## config.mk

```make
export PLATFORM = sky130hd
export DESIGN_NAME = set_counter_multi
export DESIGN_NICKNAME = d
export VERILOG_FILES = /design/src/rtl/set_counter_multi.sv
export SDC_FILE = /design/constraint.sdc
export NUM_CORES = 1
export LEC_CHECK = 0
export ABC_AREA = 1
export ABC_CLOCK_PERIOD_IN_PS = 19200
export CORE_MARGIN = 4
export CORE_UTILIZATION = 60
export CTS_CLUSTER_SIZE = 28
export DETAILED_ROUTE_END_ITERATION = 10
export MAX_ROUTING_LAYER = met4
export PLACE_DENSITY = 0.81
export SETUP_SLACK_MARGIN = 0.15
export SYNTH_ARGS = -nofsm -noshare
export SYNTH_HDL_FRONTEND = slang
export SYNTH_SLANG_ARGS = --single-unit
```

## constraint.sdc

```tcl
create_clock -name clk -period 19.2 [get_ports clk]
set_clock_uncertainty 0.15 [all_clocks]
set_input_delay 3.84 -clock clk [delete_from_list [all_inputs] [get_ports clk]]
set_output_delay 3.84 -clock clk [all_outputs]
set_load 0.02 [all_outputs]
```

## src/rtl/set_counter_multi.sv

```systemverilog
// set_counter_multi: scans a GRID x GRID lattice and counts points matching a set operation on circles A, B, C.
// Optional macro SET_DIST_PIPE_EN registers the squared distances before compare/accumulate.
module set_counter_multi #(
    parameter int COORD_W = 4,
    parameter int GRID    = 8,
    parameter int CNT_W   = 8
) (
    input  logic                 clk,
    input  logic                 rst,
    input  logic                 en,
    input  logic [6*COORD_W-1:0] central,
    input  logic [3*COORD_W-1:0] radius,
    input  logic [2:0]           mode,
    output logic                 busy,
    output logic                 valid,
    output logic [CNT_W-1:0]     candidate
);
    typedef enum logic [1:0] {IDLE, SCAN, DONE} state_t;
    localparam logic [COORD_W-1:0] G = COORD_W'(GRID);
    localparam int SW = 2*COORD_W+1;

    state_t               state_q, state_d;
    logic [COORD_W-1:0]   x_q, x_d, y_q, y_d;
    logic [6*COORD_W-1:0] cen_q, cen_d;
    logic [3*COORD_W-1:0] rad_q, rad_d;
    logic [2:0]           mode_q, mode_d;
    logic [CNT_W-1:0]     acc_q, acc_d, cand_q, cand_d;
    logic                 busy_q, busy_d, valid_q, valid_d;
    logic [SW-1:0]        sum_c [3];
    logic [SW-1:0]        sum_e [3];
    logic [2:0]           in_k;
    logic                 start, last, issue, acc_en, scan_end, hit;

    assign start = state_q == IDLE && en;
    assign last  = x_q == G && y_q == G;

    for (genvar k = 0; k < 3; k++) begin : g_circ
        logic [COORD_W-1:0]   xc, yc, rc, dx, dy;
        logic [2*COORD_W-1:0] dxe, dye, rce;
        assign xc  = cen_q[(5-2*k)*COORD_W +: COORD_W];
        assign yc  = cen_q[(4-2*k)*COORD_W +: COORD_W];
        assign rc  = rad_q[(2-k)*COORD_W +: COORD_W];
        assign dx  = x_q >= xc ? x_q - xc : xc - x_q;
        assign dy  = y_q >= yc ? y_q - yc : yc - y_q;
        assign dxe = {{COORD_W{1'b0}}, dx};
        assign dye = {{COORD_W{1'b0}}, dy};
        assign rce = {{COORD_W{1'b0}}, rc};
        assign sum_c[k] = {1'b0, dxe * dxe} + {1'b0, dye * dye};
`ifdef SET_DIST_PIPE_EN
        logic [SW-1:0] sum_q;
        always_ff @(posedge clk) sum_q <= rst ? '0 : sum_c[k];
        assign sum_e[k] = sum_q;
`else
        assign sum_e[k] = sum_c[k];
`endif
        assign in_k[k] = sum_e[k] <= {1'b0, rce * rce};
    end

`ifdef SET_DIST_PIPE_EN
    // The last issued point still sits in the pipe; fin_q holds SCAN one extra cycle to drain it.
    logic pv_q, fin_q;
    always_ff @(posedge clk) begin
        if (rst) begin
            pv_q  <= 1'b0;
            fin_q <= 1'b0;
        end else begin
            pv_q  <= issue;
            fin_q <= issue && last;
        end
    end
    assign issue    = state_q == SCAN && !fin_q;
    assign acc_en   = pv_q;
    assign scan_end = fin_q;
`else
    assign issue    = state_q == SCAN;
    assign acc_en   = issue;
    assign scan_end = last;
`endif

    assign hit = mode_q == 3'd0 ? in_k[0] :
                 mode_q == 3'd1 ? in_k[0] & in_k[1] :
                 mode_q == 3'd2 ? in_k[0] ^ in_k[1] :
                 mode_q == 3'd3 ? in_k[0] | in_k[1] :
                 mode_q == 3'd4 ? (in_k[0] & in_k[1] & ~in_k[2]) | (in_k[0] & ~in_k[1] & in_k[2]) | (~in_k[0] & in_k[1] & in_k[2]) :
                 mode_q == 3'd5 ? &in_k : 1'b0;

    always_ff @(posedge clk) begin
        if (rst) begin
            state_q <= IDLE;
            x_q     <= '0;
            y_q     <= '0;
            cen_q   <= '0;
            rad_q   <= '0;
            mode_q  <= '0;
            acc_q   <= '0;
            cand_q  <= '0;
            busy_q  <= 1'b0;
            valid_q <= 1'b0;
        end else begin
            state_q <= state_d;
            x_q     <= x_d;
            y_q     <= y_d;
            cen_q   <= cen_d;
            rad_q   <= rad_d;
            mode_q  <= mode_d;
            acc_q   <= acc_d;
            cand_q  <= cand_d;
            busy_q  <= busy_d;
            valid_q <= valid_d;
        end
    end

    always_comb begin
        state_d = state_q == IDLE ? (en ? SCAN : IDLE) :
                  state_q == SCAN ? (scan_end ? DONE : SCAN) : IDLE;
    end

    always_comb begin
        cen_d  = start ? central : cen_q;
        rad_d  = start ? radius : rad_q;
        mode_d = start ? mode : mode_q;
        x_d    = start ? COORD_W'(1) : issue ? (x_q == G ? COORD_W'(1) : x_q + COORD_W'(1)) : x_q;
        y_d    = start ? COORD_W'(1) : issue && x_q == G ? y_q + COORD_W'(1) : y_q;
        acc_d  = start ? '0 : acc_en && hit && ~&acc_q ? acc_q + CNT_W'(1) : acc_q;
    end

    always_comb begin
        busy_d  = state_d != IDLE;
        valid_d = state_q == DONE;
        cand_d  = state_q == DONE ? acc_q : cand_q;
    end

    assign busy      = busy_q;
    assign valid     = valid_q;
    assign candidate = cand_q;
endmodule
```

### Word-level counts from Yosys, hierarchy flattened

Cells that the tools add are included.

* logic and storage cells: 105
* register bits after elaboration: 67

* reductions and logical operators: 14
* add/subtract/negate cells: 18
* multiplexer cells: 21
* multipliers: 9
* bitwise gates (word level): 13
* equality and inequality tests: 9
* order comparisons: 9

Operators by type and width (count)
* $mul 4x4->8: 9
* $sub 4x4->4: 12
* $mux 4: 7
* $add 8x8->9: 3
* $le 9x8->1: 3
* $ge 4x4->1: 6
* $mux 1: 11
* $add 4x1->4 const B: 2
* $add 8x1->8 const B: 1
* $eq 4x4->1 const B: 2
* $reduce_and 8->1: 1
* $and 1x1->1: 6
* $eq 3x2->1 const B: 2
* $eq 3x3->1 const B: 2
* $mux 2: 3
* $reduce_bool 2->1: 3
* $logic_and 1x1->1: 5
* $eq 3x1->1 const B: 1
* $logic_not 3->1: 1
* $not 1->1: 3
* $or 1x1->1: 3
* $reduce_and 3->1: 1
* $eq 2x1->1 const B: 1
* $eq 2x2->1 const B: 1
* 4 further kinds: 4

### Depth between registers and ports, before layout

Gate-level depths: netlist (run 1).

* depth after elaboration: 17
* mapped depth: 48
* gate-level depth less buffers: 48

### Worst setup path after synthesis (run 1)

OpenSTA, ideal clock, no wires.

* path type: reg-to-reg
* start: register x_q[1]
* end: register acc_q[0]
* arrival time: 6936 ps
* buffers on the path: 0
* slack: 11984 ps
* cell stages (with the launch flop): 37
* setup time: 131 ps
* cell sequence: dfxtp_1 inv_1 ha_1 nand4_1 nand3_1 mux2_2 xor2_1 nor2_1 inv_1 fa_1 fa_1 fa_1 inv_1 fa_1 ha_1 fa_1 nand3_1 nand2_1 xor2_1 ha_1 nand4_1 or3b_1 nand2_1 nand2_2 inv_1 ha_1 inv_1 nor4_1 nand3_1 nand2_1 inv_1 nand2_1 nand2_2 nand2_4 nand2_2 nand2_1 a21oi_2

* word-level cells in the longest chain between the ends: 17
* elaborated cells between the ends (all ways): 43

Ends and longest elaborated chain
* start, declared: RTL line 23 `logic [COORD_W-1:0] x_q, x_d, y_q, y_d;`
* start signal, assigned: RTL line 90 `x_q <= '0;`
* start signal, assigned: RTL line 101 `x_q <= x_d;`
* $sub 4x4->4 / $ge 4x4->1 (equally long branches): RTL line 43 `assign dx = x_q >= xc ? x_q - xc : xc - x_q;`
* $mux 4: RTL line 43
* $mul 4x4->8: RTL line 48 `assign sum_c[k] = {1'b0, dxe * dxe} + {1'b0, dye * dye};`
* $add 8x8->9: RTL line 48
* $le 9x8->1: RTL line 56 `assign in_k[k] = sum_e[k] <= {1'b0, rce * rce};`
* $not 1->1: RTL line 84 `mode_q == 3'd4 ? (in_k[0] & in_k[1] & ~in_k[2]) | (in_k[0] & ~in_k[1] & in_k[2]) | (~in_k[0] & in_k[1] & in_k[ ...`
* $and 1x1->1 (2 in series): RTL line 84
* $or 1x1->1 (2 in series): RTL line 84
* $mux 1: RTL line 84
* $mux 1: RTL line 83 `mode_q == 3'd3 ? in_k[0] | in_k[1] :`
* $mux 1: RTL line 82 `mode_q == 3'd2 ? in_k[0] ^ in_k[1] :`
* $mux 1: RTL line 81 `mode_q == 3'd1 ? in_k[0] & in_k[1] :`
* $mux 1 (*): RTL line 80 `assign hit = mode_q == 3'd0 ? in_k[0] :`
* $logic_and 1x1->1 (*) (2 in series): RTL line 124 `acc_d = start ? '0 : acc_en && hit && ~&acc_q ? acc_q + CNT_W'(1) : acc_q;`
* end signal, assigned: RTL line 95 `acc_q <= '0;`
* end signal, assigned: RTL line 106 `acc_q <= acc_d;`
* end, declared: RTL line 27 `logic [CNT_W-1:0] acc_q, acc_d, cand_q, cand_d;`

Every way passes the cells marked *; elsewhere a longest branch is shown, timed or not.
A chain may end at the register's enable or synchronous reset.

### Worst setup path in the final report (run 1)

* start: register x_q[1]
* end: register acc_q[7]

The elaborated chain is that of the path after synthesis.

==> results.md, run 1 <==
* Worst Hold Depth at 2
* Synthesis-to-finish area growth at 13.3%
* Critical Path AT at about 8 ns
* Worst hold path type: reg2reg
* Slew Limit Fails at 0
* Core area at 0.0120 mm2
* Pin count of the biggest net entering global routing at 43
* Clock share of power at around 20%
* R2R Setup Slk at about 11 ns
* Area of the mapped netlist at 0.00730 mm2
* Detail Placement HPWL at ~12 mm
* DR iter-0 viols at around 310
* Critical Path Max Stage Delay at 0.65 ns
* WP data required at approximately 19 ns
* Sink Count at 67
* Final Cycle Share at around two fifths
* Detail Route Antenna Nets at 0
* Sw Share at 46.1%
* Chip width at about 120 um
* Drt total wl at ~16 mm
* Clk buf depth at 2
* Initial antenna violation count at 0
* Port Buffers at 51
* Yosys reg bits at 67
* Fmax at ~130 MHz
* Top-area cell type share of the netlist area at a little under a quarter
* DIE AREA at ~0.014 mm2
* Vias per cell at about 5.2
* First-pass GRT wire length at between 20 and 30 mm
* Antenna Cells at 0
* Die Height at 118 um
* Post-route cell area at a little over 0.008 mm2
* Syn nets at between 1000 and 1500
* Sw power at between 0.4 and 0.5 mW
* Worst path top cell family by delay: adder cells
* Critical R2R Capture: acc_q[7]
* R2R depth at 36
* Levels on crit path at 36
* WHS Endpoint: cen_q[3]
* Largest cells by area after synthesis: ha_1 (23%), dfxtp_1 (18%), fa_1 (12%)
* Maxcap violations at 0
* RD Place Congestion at 0.858
* Hold Violations, Final at 0
* Status: finished, final reports clean
* Internal at 0.507 mW
* Seq pwr share at roughly 16%
* Leak at 4.27 nW
* Worst hold start: cen_q[3]
* Wire length per cell at 13.4 um
* Layout cells sized above 1 at between 4 and 5%
* TritonRoute pass-1 iters at 4
* Final global-route overflow total at 0
* Hold-fix buffers, CTS at 0
* CTS tree: built
* Clock slew at reported path FFs at around 0.06 ns
* CTS root buffer: clkbuf_16
* RSZ-0062 raised after global routing: false
* Vias in the first global route at roughly 6000
* Initial Utilization at about three fifths
* Pwr/cell area at between 100 and 150 mW/mm2
* Critical path peak fanout at 11
* Clk_lat worst skew at approximately 0.34 ns
* Layout Nets at around 1200
* DR vias at 6057
* Type of origin of the critical path: register
* Placed Area at just under 0.008 mm2
* Final setup fails at 0
* Syn avg cell area at about 7.5 um2
* CTS resizes at 0
* Post-synth cell types at 40
* VDD IR max at 0.112 mV
* Combinational Power Share at approximately 64%
* # DRC at 0
* Fin crit period at between 7 and 8 ns
* CP Capture Type: register
* Io pins at 52
* Post-Synthesis Cells at between 900 and 1000
* CP max-delay cell: dfxtp_1
* Post CTS Setup Buffer Count at 0
* Total power draw at about 0.94 mW
* Crit path buffers/inverters at 5
* Htree depth at 3
* Reg-to-Reg Start: x_q[1]
* Post-synthesis sequential area ratio at a little under a fifth
* Number of CTS-inserted buffers at 9
* Core Rows at 40
* GR Util All Layers at between 20 and 25%
* Worst Tran Pin Value at ~0.78 ns
* CP Class: reg2reg
* Fin Setup TNS at 0 ns
* Synth warn at 0
* Post-synth top area cell: ha_1
* Slew HR at a little under half
==> worst reg2reg max path: cells and delay by family, from the launching register on <==
kind / cells / cell delay (ns)
xor+xnor: 1 / 0.28
simple gates: 11 / 1.08
buf+inv: 5 / 0.53
compound gates: 10 / 1.57
flops: 1 / 0.65
fa+ha+maj: 9 / 3.56
==> through the flow <==
stage               instances  setup WS [ns]  utilization, %  hold WS, ns
floorplan                 969          11.98               -        0.304
finish                   1167          11.23            69.1        0.326
global route             1167          10.55            69.1        0.364
global placement         1151          11.52            66.3        0.317
CTS                      1167          11.28            69.1        0.334
detailed placement       1151          11.30            66.3        0.325
==> cells in the mapped netlist (all sizes together) <==
| master | instances |
|---|---|
| dfxtp | 67 |
| o211ai | 1 |
| a221oi | 1 |
| nand2 | 138 |
| o21bai | 10 |
| nand3b | 2 |
| a21o | 2 |
| clkbuf | 13 |
| nor4 | 1 |
| xor2 | 31 |
| or2 | 5 |
| nand4 | 8 |
| nor3 | 4 |
| buf | 5 |
| and2 | 1 |
| fa | 45 |
| o21ai | 62 |
| or3b | 1 |
| ha | 135 |
| nand3 | 84 |
| and3 | 1 |
| clkinv | 1 |
| a31oi | 4 |
| xnor2 | 8 |
| mux2 | 1 |
| a21oi | 60 |
| nor2 | 73 |
| a211oi | 1 |
| inv | 204 |
==> cells by family (layout without fill, tap and decap cells) <==
family / after synthesis / in the layout / share of synthesized area, %
muxes: 1 / 1 / 0.154
and+or+nand+nor: 318 / 318 / 19.0
buffers and inverters: 223 / 274 / 11.5
adders and majority gates: 180 / 180 / 35.5
DFF: 67 / 67 / 18.4
xor gates and xnor gates: 39 / 39 / 4.68
AOI/OAI and AO/OA: 141 / 141 / 10.7
==> power by group through the flow <==
stage | registers (mW) | logic, mW | clock network, mW
2_1_floorplan | 0.154 | 0.468 | 0
3_3_place_gp | 0.155 | 0.579 | 0
3_5_place_dp | 0.155 | 0.602 | 0
4_1_cts | 0.152 | 0.608 | 0.190
5_1_grt | 0.153 | 0.713 | 0.197
6_report | 0.152 | 0.601 | 0.187
==> worst max-delay path by stage <==
stage / startpoint / to / slack (ns)
3_5_place_dp: x_q[1] / acc_q[7] / 11.30
5_1_grt: x_q[1] / acc_q[2] / 10.55
6_report: x_q[1] / acc_q[7] / 11.23
2_1_floorplan: x_q[1] / acc_q[0] / 11.98
3_3_place_gp: x_q[1] / acc_q[0] / 11.52
4_1_cts: x_q[1] / acc_q[7] / 11.28
==> placed cells by master, fill, tap and decap left out, types with 4 or more instances in the layout <==
cell type and count:
nand3_1 83, clkbuf_16 9, nor2_1 71, dfxtp_1 67, o21ai_1 13, nand4_1 8
xnor2_1 8, inv_1 196, a21oi_1 55, o21ai_0 49, nand2_1 132, nor3_1 4
or2_1 5, a21oi_2 4, fa_1 45, xor2_1 31, o21bai_1 8, a31oi_1 4
nand2_2 5, inv_2 8, ha_1 135, clkdlybuf4s50_1 51
==> layer usage <==
metal / GRT usage (%) / part of all wire [%]
met2: 42.0 / 49
met4: 4.98 / 0.81
met1: 30.0 / 47
met3: 3.97 / 3.1
met5: - / 0
==> flip-flops by register name, indices dropped and copies added (netlist names) <==
signal	cells
cen_q	24
x_q	4
valid	1
mode_q	3
busy	1
acc_q	8
rad_q	12
candidate	8
state_q	2
y_q	4
==> layout make-up <==
type | instances | area (um2)
fillers | 1013 | 3690
flip-flops and latches | 67 | 1340
clock buffers | 10 | 239
well taps | 147 | 184
repair buffers | 53 | 526
clock inverters | 6 | 95.1
multi-input cells | 679 | 5120
inverters | 205 | 769
Note: power is estimated with default switching activity, not from simulation.
==> run 2: changes to the inputs <==
--- a/config.mk
+++ b/config.mk
@@ -6,13 +6,13 @@
 export NUM_CORES = 1
 export LEC_CHECK = 0
 export ABC_AREA = 1
-export ABC_CLOCK_PERIOD_IN_PS = 19200
+export ABC_CLOCK_PERIOD_IN_PS = 6700
 export CORE_MARGIN = 4
-export CORE_UTILIZATION = 60
+export CORE_UTILIZATION = 55
 export CTS_CLUSTER_SIZE = 28
 export DETAILED_ROUTE_END_ITERATION = 10
 export MAX_ROUTING_LAYER = met4
-export PLACE_DENSITY = 0.81
+export PLACE_DENSITY = 0.78
 export SETUP_SLACK_MARGIN = 0.15
 export SYNTH_ARGS = -nofsm -noshare
 export SYNTH_HDL_FRONTEND = slang
==> constraint.sdc (replaced) <==
create_clock -name clk -period 6.7 [get_ports clk]
set_clock_uncertainty 0.15 [all_clocks]
set_input_delay 1.34 -clock clk [delete_from_list [all_inputs] [get_ports clk]]
set_output_delay 1.34 -clock clk [all_outputs]
set_load 0.02 [all_outputs]
==> results.md, run 2 (synthesis results as in run 1) <==
* Max FFs per register at 24 (unchanged)
* RSZ-0062 raised after global routing: true
* Placed Area at 0.00886 mm2 (+12%)
* Critical path peak fanout at 5 (-6)
* CP max-delay cell: fa_2
* Clk buf depth at 2 (unchanged)
* WP data required at 6.82 ns (-12.44 ns)
* # DRC at 0 (unchanged)
* R2R depth at 40 (+11%)
* Final global-route overflow total at 0 (unchanged)
* Chip width at 123 um (+4.1%)
* Final setup fails at 8 (+8)
* Total power draw at 3.29 mW (+250%)
* Critical Path Max Stage Delay at 0.56 ns (-0.09 ns)
* Detail Placement HPWL at 13.6 mm (+11%)
* Hold-fix buffers, CTS at 0 (unchanged)
* DP Cell Count at 1276 (+11%)
* Port Buffers at 51 (unchanged)
* Final cell count without fillers at 1304 (+12%)
* Post-route cell area at 0.00942 mm2 (+14%)
* Worst hold path type: reg2reg
* Maxcap violations at 0 (unchanged)
* WHS Endpoint: cen_q[3]
* TritonRoute pass-1 iters at 6 (+2)
* RD Place Congestion at 0.867 (+1.0%)
* Hold Violations, Final at 0 (unchanged)
* Reg-to-Reg Start: y_q[0]
* Sw Share at 44.2% (-1.8 points)
* Filler cells at 1002 (-1.1%)
* Status: finished, violations left
* Pin count of the biggest net entering global routing at 43 (unchanged)
* Fmax at 138 MHz (+10%)
* Io pins at 52 (unchanged)
* Core area at 0.0128 mm2 (+7.2%)
* Failing checks: negative setup slack
* Slew Limit Fails at 0 (unchanged)
* Fin Setup TNS at -4.09 ns (-4.09 ns)
* CTS root buffer: clkbuf_16
* Synthesis-to-finish area growth at 29.1%
* Initial Utilization at 56.9% (-4.1 points)
* Vias per cell at 5.13 (-1.1%)
* Pre-CTS setup slack at -0.485 ns (-11.79 ns)
* R2R Setup Slk at -0.54 ns (-11.77 ns)
* Sw power at 1.45 mW (+240%)
* Number of CTS-inserted buffers at 9 (unchanged)
* Core Rows at 41 (+2.5%)
* CP Class: reg2reg
* Worst path top cell family by delay: adder cells
* Worst hold start: cen_q[3]
* Seq pwr share at 13.2% (-3.0 points)
* Leak at 4.83 nW (+13%)
* Die Height at 123 um (+4.1%)
* Slew HR at 50.0% (+2.4 points)
* Layout Nets at 1349 (+9.1%)
* Worst Tran Pin Value at 0.749 ns (-0.0358 ns)
* Biggest regs: cen_q x24, rad_q x12
* Wire length per cell at 13.7 um (+1.9%)
* Combinational Power Share at 70.5% (+6.6 points)
* Type of origin of the critical path: register
* Detail Route Antenna Nets at 0 (unchanged)
* DR vias at 6691 (+10%)
* GR Util All Layers at 25.3% (+1.1 points)
* CTS tree: built
* Commonest non-fill, non-tap cell in the layout: inv_1
* Final worst setup slack at -0.536 ns (-11.77 ns)
* Clk_lat worst skew at 0.34 ns (about the same)
* Most frequent cells in the layout: inv_1 (186), ha_1 (126), nand2_1 (125), buf_4 (109), nand3_1 (79)
* CP Capture Type: register
* Final core occ at 73.5% (+4.3 points)
* Fin crit period at 7.24 ns (-0.731 ns)
* Biggest register: cen_q
* Drt total wl at 17.8 mm (+14%)
* Clock share of power at 16.2% (-3.7 points)
* Pwr/cell area at 349 mW/mm2 (+210%)
* Final Cycle Share at 108% (+67 points)
* DR iter-0 viols at 416 (+33%)
* Htree depth at 3 (unchanged)
* First-pass GRT wire length at 30.1 mm (+9.6%)
* Crit path buffers/inverters at 9 (+4)
* Worst Hold Depth at 2 (unchanged)
* Critical R2R Capture: acc_q[2]
* Vias in the first global route at 6821 (+11%)
* Critical Path AT at 7.36 ns (-0.66 ns)
* Internal at 1.83 mW (+260%)
* Layout cells sized above 1 at 18.8% (+15 points)
* Clock slew at reported path FFs at 0.06 ns (about the same)
* Sink Count at 67 (unchanged)
* Initial antenna violation count at 0 (unchanged)
* Antenna Cells at 0 (unchanged)
* Hold WS at 0.336 ns (+0.00995 ns)
* DIE AREA at 0.0152 mm2 (+8.5%)
* VDD IR max at 0.226 mV (+100%)
-- run 2: cell types whose count changed in the layout (fill, tap and decap cells not counted), sizes merged --
cell,before,now
buf,2,113
clkinv,3,1
inv,206,208
clkbuf,10,9
clkinvlp,0,1
nand2,138,139
-- run 2: timing repair --
action	4_1_cts	5_1_grt
buffers inserted	8	3
resized for setup	15	18
endpoints found under the setup margin	8	8
cloned	1	0
pin swaps	37	28
hold endpoints to repair	0	0
-- run 2: how the worst max path moves through the flow --
| stage | start | end | cells after the start |
|---|---|---|---|
| detailed placement | y_q[0] | acc_q[6] | 38 |
| global placement | y_q[0] | acc_q[2] | 41 |
| global route | y_q[0] | acc_q[2] | 40 |
| floorplan | y_q[0] | acc_q[2] | 41 |
| finish | y_q[0] | acc_q[2] | 40 |
| CTS | y_q[0] | acc_q[7] | 41 |
-- run 2: area by class of cell --
cell class                 count  area (um2)  area share (%)
multi-input combinational    680        5370            57.0
timing repair buffer         164        1380            14.7
sequential                    67        1350            14.4
inverter                     205         774            8.22
clock buffer                   9         225            2.39
tap                          172         215            2.28
clock inverter                 7         105            1.12
-- run 2: per-layer routing --
| metal | track usage, % | routed length [um] |
|---|---|---|
| met1 | 30.8 | 8050 |
| met3 | 4.48 | 799 |
| met5 | - | 0 |
| met4 | 6.71 | 316 |
| met2 | 43.5 | 8640 |
-- run 2: worst reg2reg max path, delay by kind of cell (launching register included) --
kind | cells | cell delay [ns]
adders and majority gates | 10 | 3.48
buffers and inverters | 9 | 0.67
DFF | 1 | 0.36
xor gates and xnor gates | 1 | 0.10
AOI/OAI and AO/OA | 8 | 1.18
and+or+nand+nor | 12 | 1.28
-- run 2: power by group through the flow --
stage          Clock (mW)  Sequential [mW]  Combinational, mW
5_1_grt             0.555            0.437               2.65
3_3_place_gp            0            0.443               2.00
2_1_floorplan           0            0.441               1.45
6_report            0.534            0.435               2.32
4_1_cts             0.536            0.435               2.25
3_5_place_dp            0            0.443               2.08
==> run 3: changes to the inputs <==
--- a/config.mk
+++ b/config.mk
@@ -6,13 +6,14 @@
 export NUM_CORES = 1
 export LEC_CHECK = 0
 export ABC_AREA = 1
-export ABC_CLOCK_PERIOD_IN_PS = 6700
+export ABC_CLOCK_PERIOD_IN_PS = 8300
+export CORE_ASPECT_RATIO = 0.7
 export CORE_MARGIN = 4
-export CORE_UTILIZATION = 55
+export CORE_UTILIZATION = 60
 export CTS_CLUSTER_SIZE = 28
 export DETAILED_ROUTE_END_ITERATION = 10
 export MAX_ROUTING_LAYER = met4
-export PLACE_DENSITY = 0.78
+export PLACE_DENSITY = 0.81
 export SETUP_SLACK_MARGIN = 0.15
 export SYNTH_ARGS = -nofsm -noshare
 export SYNTH_HDL_FRONTEND = slang
==> constraint.sdc (replaced) <==
create_clock -name clk -period 8.3 [get_ports clk]
set_clock_uncertainty 0.15 [all_clocks]
set_input_delay 1.66 -clock clk [delete_from_list [all_inputs] [get_ports clk]]
set_output_delay 1.66 -clock clk [all_outputs]
set_load 0.02 [all_outputs]
==> results.md, run 3 (synthesis results as in run 1) <==
* Hold-fix buffers, CTS at 0 (unchanged)
* Drt total wl at 16.7 mm (-6.1%)
* Slew HR at 49.7% (-0.26 points)
* Most frequent cells in the layout: inv_1 (195), ha_1 (133), nand2_1 (132), nand3_1 (83), nor2_1 (71)
* Final global-route overflow total at 0 (unchanged)
* DIE AREA at 0.0140 mm2 (-7.6%)
* Combinational Power Share at 65.6% (-4.9 points)
* Maxcap violations at 0 (unchanged)
* Worst hold path type: reg2reg
* Hold Violations, Final at 0 (unchanged)
* Initial antenna violation count at 0 (unchanged)
* CP Capture Type: register
* Wire length per cell at 14.1 um (+3.1%)
* Synthesis-to-finish area growth at 14.8%
* CTS root buffer: clkbuf_16
* Vias in the first global route at 6092 (-11%)
* Clock share of power at 18.1% (+1.9 points)
* Core Rows at 33 (-20%)
* Met3 Use GR at 5.00% (+0.52 points)
* VDD IR max at 0.210 mV (-7.3%)
* Initial Utilization at 61.8% (+4.9 points)
* Worst Tran Pin Value at 0.753 ns (+0.00383 ns)
* Final setup fails at 0 (-8)
* Met1 usage at 34.2% (+3.4 points)
* Critical Path Max Stage Delay at 0.56 ns (about the same)
* Pin count of the biggest net entering global routing at 43 (unchanged)
* Slew Limit Fails at 0 (unchanged)
* Max FFs per register at 24 (unchanged)
* Sw Share at 46.9% (+2.7 points)
* Commonest non-fill, non-tap cell in the layout: inv_1
* Htree depth at 3 (unchanged)
* Io pins at 52 (unchanged)
* Clock slew at reported path FFs at 0.06 ns (about the same)
* GR Util All Layers at 24.8% (-0.50 points)
* TritonRoute pass-1 iters at 5 (-1)
* Layout cells sized above 1 at 6.12% (-13 points)
* Seq pwr share at 16.2% (+3.0 points)
* Fin Setup TNS at 0 ns (+4.09 ns)
* First-pass GRT wire length at 28.1 mm (-6.8%)
* CP max-delay cell: fa_1
* Final Cycle Share at 93.1% (-15 points)
* Vias per cell at 5.31 (+3.4%)
* DR vias at 6298 (-5.9%)
* CP Class: reg2reg
* RD Place Congestion at 0.930 (+7.2%)
* Number of CTS-inserted buffers at 9 (unchanged)
* Antenna Cells at 0 (unchanged)
* Type of origin of the critical path: register
* CTS tree: built
* Detail Placement HPWL at 13.0 mm (-4.6%)
* Sink Count at 67 (unchanged)
* Final cell count without fillers at 1187 (-9.0%)
* # DRC at 0 (unchanged)
* Biggest register: cen_q
* RSZ-0062 raised after global routing: false
* Clk buf depth at 2 (unchanged)
* Core area at 0.0118 mm2 (-7.9%)
* Fmax at 129 MHz (-6.4%)
* Clk_lat worst skew at 0.33 ns (about the same)
* WP data required at 8.36 ns (+1.54 ns)
* Die Height at 100 um (-19%)
* DP Cell Count at 1170 (-8.3%)
* Port Buffers at 51 (unchanged)
* Most used routing layer: met2
* Chip width at 140 um (+13%)
* Status: finished, final reports clean
* Fin crit period at 7.73 ns (+0.493 ns)
* Leak at 4.31 nW (-11%)
* Final core occ at 70.9% (-2.5 points)
* Biggest regs: cen_q x24, rad_q x12
* Layout Nets at 1248 (-7.5%)
* DR iter-0 viols at 487 (+17%)
* Detail Route Antenna Nets at 0 (unchanged)
* Internal at 1.15 mW (-37%)
* Pwr/cell area at 259 mW/mm2 (-26%)
* Critical path peak fanout at 9 (+4)
* GR met2 Demand/Resource at 38.4% (-5.1 points)
* Sw power at 1.02 mW (-30%)
* Critical Path AT at 7.79 ns (+0.43 ns)
==> run 3: changes by cell type in the layout (fill, tap and decap cells not counted), moves of 8 or more <==
| cell | before | now |
|---|---|---|
| ha_4 | 8 | 0 |
| inv_1 | 186 | 195 |
| inv_2 | 17 | 9 |
| buf_4 | 109 | 13 |
==> run 3: power groups by stage <==
stage	clock network, mW	logic (mW)	registers (mW)
6_report	0.393	1.42	0.352
5_1_grt	0.409	1.66	0.354
3_5_place_dp	0	1.40	0.358
4_1_cts	0.394	1.41	0.351
2_1_floorplan	0	1.08	0.355
3_3_place_gp	0	1.35	0.358
==> run 3: timing repair <==
action                                 CTS  global route
setup buffers                            0             2
resized for setup                        0            11
endpoints found under the hold margin    0             0
setup endpoints to repair                0             8
==> run 3: path summary, 6_finish.rpt <==
| check | from | to | slack (ns) | cells after the start |
|---|---|---|---|---|
| worst min register to register | cen_q[7] | cen_q[7] | 0.34 | 2 |
| worst max-delay path | y_q[0] | acc_q[6] | 0.57 | 43 |
| worst max register to register | y_q[0] | acc_q[6] | 0.57 | 43 |
| worst min-delay path | cen_q[7] | cen_q[7] | 0.34 | 2 |
==> run 3: cell type report <==
class	instances	area [um2]
multi-input cells	679	5160
fillers	927	3430
well taps	157	196
clock inverters	5	62.6
inverters	205	769
flip-flops and latches	67	1340
clock buffers	10	239
repair buffers	64	608
==> run 3: per-stage QoR <==
step	total power [mW]	worst slack (ns)	cell area (um2)	hold slack, ns
floorplan	1.44	1.08	7300	0.304
global route	2.42	0.0341	8380	0.357
detailed placement	1.75	0.420	8020	0.327
finish	2.17	0.571	8380	0.337
CTS	2.16	0.296	8320	0.338
global placement	1.70	0.572	8020	0.324
==> run 3: worst max-delay path: cells and delay by family (launching register included) <==
family	cells	cell delay, ns
fa+ha+maj	9	3.25
xor+xnor	2	0.30
compound gates	5	0.73
buf+inv	9	0.63
simple gates	18	2.16
flops	1	0.37
==> run 3: metal layers <==
metal,up-vias,part of all wire (%)
met5,-,0
met4,0,1.6
met3,31,7.6
met2,221,43
met1,2859,48
li1,3187,-
